**src/rtl/pipeline_ctrl.sv**
```systemverilog
// pipeline_ctrl: hazard / stall controller for a 5-stage in-order pipeline.
// Resolves load-use hazards, EX-stage redirects and data-memory wait states,
// and halts with a sticky timeout flag if memory never answers.
// Optional feature: define PIPE_CTRL_STATS_EN to add the stall_cnt output.
//
// Memory handshake: mem_req marks a data-memory access by the instruction in
// MEM; the access completes in the cycle where mem_ack=1. Until then the
// whole pipeline is frozen. mem_ack in the request cycle is a zero-wait access.
module pipeline_ctrl #(
    parameter int MAX_WAIT = 15
) (
    input  logic       clk,
    input  logic       rst_n,
    input  logic [4:0] id_rs1,
    input  logic [4:0] id_rs2,
    input  logic [4:0] ex_rd,
    input  logic       ex_mem_read,
    input  logic       ex_redirect,
    input  logic       mem_req,
    input  logic       mem_ack,
    output logic       pc_write,
    output logic       ifid_write,
    output logic       ifid_flush,
    output logic       idex_flush,
    output logic       pipe_stall,
    output logic [1:0] state,
`ifdef PIPE_CTRL_STATS_EN
    output logic [15:0] stall_cnt,
`endif
    output logic       timeout
);

    typedef enum logic [1:0] {
        RUN      = 2'd0,
        MEM_WAIT = 2'd1,
        HALT     = 2'd2
    } state_t;

    localparam logic [7:0] MAX_W = 8'(MAX_WAIT);

    state_t     state_q, state_nxt;
    logic [7:0] wait_cnt, wait_cnt_nxt;
    logic       timeout_q, timeout_nxt;
    logic       frozen;
    logic       load_use;

    assign load_use = ex_mem_read && (ex_rd != 5'd0) &&
                      ((ex_rd == id_rs1) || (ex_rd == id_rs2));

    assign state   = state_q;
    assign timeout = timeout_q;

    // State, wait counter and sticky timeout registers.
    always_ff @(posedge clk or negedge rst_n) begin
        if (!rst_n) begin
            state_q   <= RUN;
            wait_cnt  <= 8'd0;
            timeout_q <= 1'b0;
        end else begin
            state_q   <= state_nxt;
            wait_cnt  <= wait_cnt_nxt;
            timeout_q <= timeout_nxt;
        end
    end

    // Next-state logic and prioritised control outputs (freeze > redirect > load-use).
    always_comb begin
        state_nxt    = state_q;
        wait_cnt_nxt = wait_cnt;
        timeout_nxt  = timeout_q;
        frozen       = 1'b0;
        pc_write     = 1'b1;
        ifid_write   = 1'b1;
        ifid_flush   = 1'b0;
        idex_flush   = 1'b0;
        pipe_stall   = 1'b0;

        case (state_q)
            RUN: begin
                if (mem_req && !mem_ack) begin
                    frozen       = 1'b1;
                    state_nxt    = MEM_WAIT;
                    wait_cnt_nxt = 8'd1;
                end
            end
            MEM_WAIT: begin
                // An ack on the last allowed cycle still wins over the timeout.
                if (mem_ack) begin
                    state_nxt    = RUN;
                    wait_cnt_nxt = 8'd0;
                end else if (wait_cnt == MAX_W) begin
                    frozen      = 1'b1;
                    state_nxt   = HALT;
                    timeout_nxt = 1'b1;
                end else begin
                    frozen       = 1'b1;
                    wait_cnt_nxt = wait_cnt + 8'd1;
                end
            end
            HALT: begin
                frozen = 1'b1;
            end
            default: begin
                state_nxt = RUN;
            end
        endcase

        if (!rst_n) begin
            // Reset drives both pipeline registers to bubbles and holds the PC.
            pc_write   = 1'b0;
            ifid_write = 1'b0;
            ifid_flush = 1'b1;
            idex_flush = 1'b1;
            pipe_stall = 1'b0;
        end else if (frozen) begin
            pc_write   = 1'b0;
            ifid_write = 1'b0;
            pipe_stall = 1'b1;
        end else if (ex_redirect) begin
            ifid_flush = 1'b1;
            idex_flush = 1'b1;
        end else if (load_use) begin
            pc_write   = 1'b0;
            ifid_write = 1'b0;
            idex_flush = 1'b1;
        end
    end

`ifdef PIPE_CTRL_STATS_EN
    // Saturating count of cycles in which the PC did not advance.
    always_ff @(posedge clk or negedge rst_n) begin
        if (!rst_n) begin
            stall_cnt <= 16'd0;
        end else if (!pc_write && (stall_cnt != 16'hFFFF)) begin
            stall_cnt <= stall_cnt + 16'd1;
        end
    end
`endif

endmodule

```
**config.mk**
```make
export PLATFORM = sky130hd
export DESIGN_NAME = pipeline_ctrl
export DESIGN_NICKNAME = d
export VERILOG_FILES = /design/src/rtl/pipeline_ctrl.sv
export SDC_FILE = /design/constraint.sdc
export NUM_CORES = 1
export LEC_CHECK = 0
export ABC_AREA = 1
export CORE_MARGIN = 1.5
export CORE_UTILIZATION = 49
export CTS_CLUSTER_DIAMETER = 30
export DETAILED_ROUTE_END_ITERATION = 7
export PLACE_DENSITY = 0.84
export SETUP_SLACK_MARGIN = 0.15
export SLEW_MARGIN = 5
export SYNTH_ARGS = -nofsm -noshare
export SYNTH_HDL_FRONTEND = slang
export SYNTH_SLANG_ARGS = --single-unit
```
**constraint.sdc**
```tcl
create_clock -name clk -period 4.42 [get_ports clk]
set_clock_uncertainty 0.15 [all_clocks]
set_input_delay 0.663 -clock clk [delete_from_list [all_inputs] [get_ports clk]]
set_output_delay 0.663 -clock clk [all_outputs]
set_load 0.02 [all_outputs]
```
==> summary.txt <==
synth top area cells -> dfrtp_1 30%, nand2_1 17%, inv_1 9.5%
largest net degree at the start of global routing -> 9
Post-Layout Cell Count -> 197
GRT Util Overall -> 0.2138
placed instance count -> 193
#FFs+latches synth -> 11
core outline area -> 1727 um2
starting density of the core -> 0.5254
final hold slack -> 0.3227 ns
Area Growth Syn to Fin -> 37.24%
clock sinks -> 11
end of the critical path -> idex_flush
Yosys top cell by area -> dfrtp_1
NetSw -> 88.73 uW
first-pass iteration count of the detailed router -> 4
reg2reg start -> wait_cnt[0]$_DFFE_PN0P_
Post-Syn Nets -> 162
slew margin rel. -> 0.8211
Synth Instances -> 140
portion of the post-synthesis area used by sequential elements -> 0.3034
Routed WL -> 2.002 mm
crit path DAT -> 2.54 ns
die area -> 2118 um2
clk buf depth -> 2
Yosys cell types -> 23
leading cell type in the layout, fill and taps excluded -> nand2_1
critical path type -> in2out
mux contribution to synthesized area -> 0
DRT iter0 DRCs -> 13
vias in the first global route -> 809
Worst-Skew Late Latency -> 0.27 ns
final hold vios -> 0
total CTS buffers -> 3
CP Launch Point -> mem_ack
Max Slew Vio Count -> 0
Antenna Cells -> 0
Clk pin slew, worst setup/hold paths -> 0.07 ns
Yosys top cell area share -> 0.3034
switch share -> 0.3261
clock root buffer -> clkbuf_4
worst-path fanout max -> 6
Pint -> 183.3 uW
Simple-Gate Fraction of Synth Area -> 0.4317
Post-Synth Adder-Cell Area -> 0.01379
Syn Area/Cell -> 6.479 um2
Achievable Freq -> 298.1 MHz
pre-CTS setup slack -> 1.077 ns
nets@finish -> 195
final worst slack -> 1.065 ns
crit path time final -> 3.355 ns
most frequent cells in the layout -> 41 x nand2_1, 28 x clkdlybuf4s50_1, 23 x inv_1, 15 x nor2_1, 11 x dfrtp_1
YS warnings -> 0
Leakage -> 0.6473 nW
detail-routed net length per standard cell -> 10.16 um
via/cell ratio -> 4.736
Routed Antenna Nets -> 0
RSZ-0062 raised after global routing -> false
Ports -> 29
Data required, critical path -> 3.61 ns
CTS tree -> built
status -> finished, final reports clean
r2r setup slk -> 2.85 ns
post-synthesis compound-gate area fraction -> 0.1007
TNS Setup -> 0 ns
combinational power share -> 0.331
Final Cycle Share -> 0.7590
max_cap viols -> 0
Die H -> 46.03 um
port bufs -> 28
Peak VDD IR -> 0.2286 mV
Flop pwr share -> 0.411
part of the power in the clock network -> 0.257
largest family of logic cells by synthesized area -> simple AND/OR/NAND/NOR gates
dpl hpwl -> 1.672 mm
initial antenna violation count -> 0
r2r worst-path depth -> 8
Mapped Area -> 907.1 um2
hold_buf cts -> 0
# setup viols final -> 0
grt ovf -> 0
CTS resizes -> 0
drt drc -> 0
Pwr Density -> 218.5 nW/um2
setup bufs post-CTS -> 0
Worst Tran Pin Value -> 0.2678 ns
global-route wire length before repair -> 3.346 mm
GP Congestion -> 0.8124
share of layout cells above drive strength 1 -> 0.1570
CP startpoint kind -> input pin
Hold/Removal Path Class -> reg2reg
Critical R2R Capture -> wait_cnt[4]$_DFFE_PN0P_
crit end category -> primary output
die width -> 46.03 um
Vias -> 933
Row Count -> 15
Synth Area in XOR/XNOR -> 0.01931
H-tree depth -> 1
-- flip-flops by register name, summed over array words and instances, names as in the netlist --
| register | cells |
|---|---|
| wait_cnt | 8 |
| timeout | 1 |
| state | 2 |
-- per-stage QoR --
step	instance area (um2)	util	power [mW]
final	1245	0.7210	0.2721
after global routing	1245	0.7210	0.2904
after CTS	1245	0.7210	0.2741
after detailed placement	1219	0.7058	0.2043
after global placement	1219	0.7058	0.2020
after floorplan	907.1	-	0.1627
-- critical path, cell delays in order --
cell	delay, ns
clkdlybuf4s50_1	0.61
inv_2	0.12
nand2_4	0.07
a21oi_2	0.05
nor2_2	0.14
inv_2	0.06
o21ai_2	0.14
inv_2	0.05
nand2_2	0.05
clkdlybuf4s50_1	0.59
-- routing by layer --
layer  routed length, um  up-vias  GRT usage
li1                    -      502          -
met1                 980      411     0.3027
met2                 939       17     0.3306
met3                  72        3    0.06746
met4                   9        0    0.01714
met5                   0        -          0
-- worst min-delay path by stage --
stage | slack, ns | start | cells past startpoint | to
5_1_grt | 0.34 | timeout$_DFFE_PN0P_ | 2 | timeout$_DFFE_PN0P_
3_5_place_dp | 0.31 | timeout$_DFFE_PN0P_ | 2 | timeout$_DFFE_PN0P_
3_3_place_gp | 0.30 | timeout$_DFFE_PN0P_ | 2 | timeout$_DFFE_PN0P_
4_1_cts | 0.32 | timeout$_DFFE_PN0P_ | 2 | timeout$_DFFE_PN0P_
2_1_floorplan | 0.22 | rst_n | 0 | state[0]$_DFFE_PN0P_
6_report | 0.32 | timeout$_DFFE_PN0P_ | 2 | timeout$_DFFE_PN0P_
-- synthesized netlist by cell type (all sizes together) --
cell type and n:
a21oi 1, buf 1, dfrtp 11, ha 1, inv 29, nand2 45
nand3 11, nand4 5, nor2 17, nor3 1, nor3b 2, o21ai 11
o32ai 1, or2 2, xnor2 2
-- cells by family after synthesis --
group | Yosys count
AOI/OAI and AO/OA | 13
xor gates and xnor gates | 2
adders and majority gates | 1
buffers and inverters | 30
DFF | 11
and+or+nand+nor | 83
-- power by group through the flow --
stage                     Combinational [mW]  Clock (mW)  Sequential, mW
after floorplan                       0.0485           0           0.114
after global placement                0.0884           0           0.114
after detailed placement              0.0905           0           0.114
after CTS                             0.0909      0.0715           0.112
after global routing                  0.0996      0.0777           0.113
final                                 0.0901      0.0701           0.112
-- cell type report --
| type | instances | area, um2 |
|---|---|---|
| clock buffers | 4 | 26.28 |
| flip-flops and latches | 11 | 275.3 |
| multi-input cells | 99 | 513.0 |
| fillers | 142 | 481.7 |
| inverters | 29 | 111.4 |
| repair buffers | 29 | 287.8 |
| well taps | 25 | 31.28 |
(Power assumes the default switching activity.)
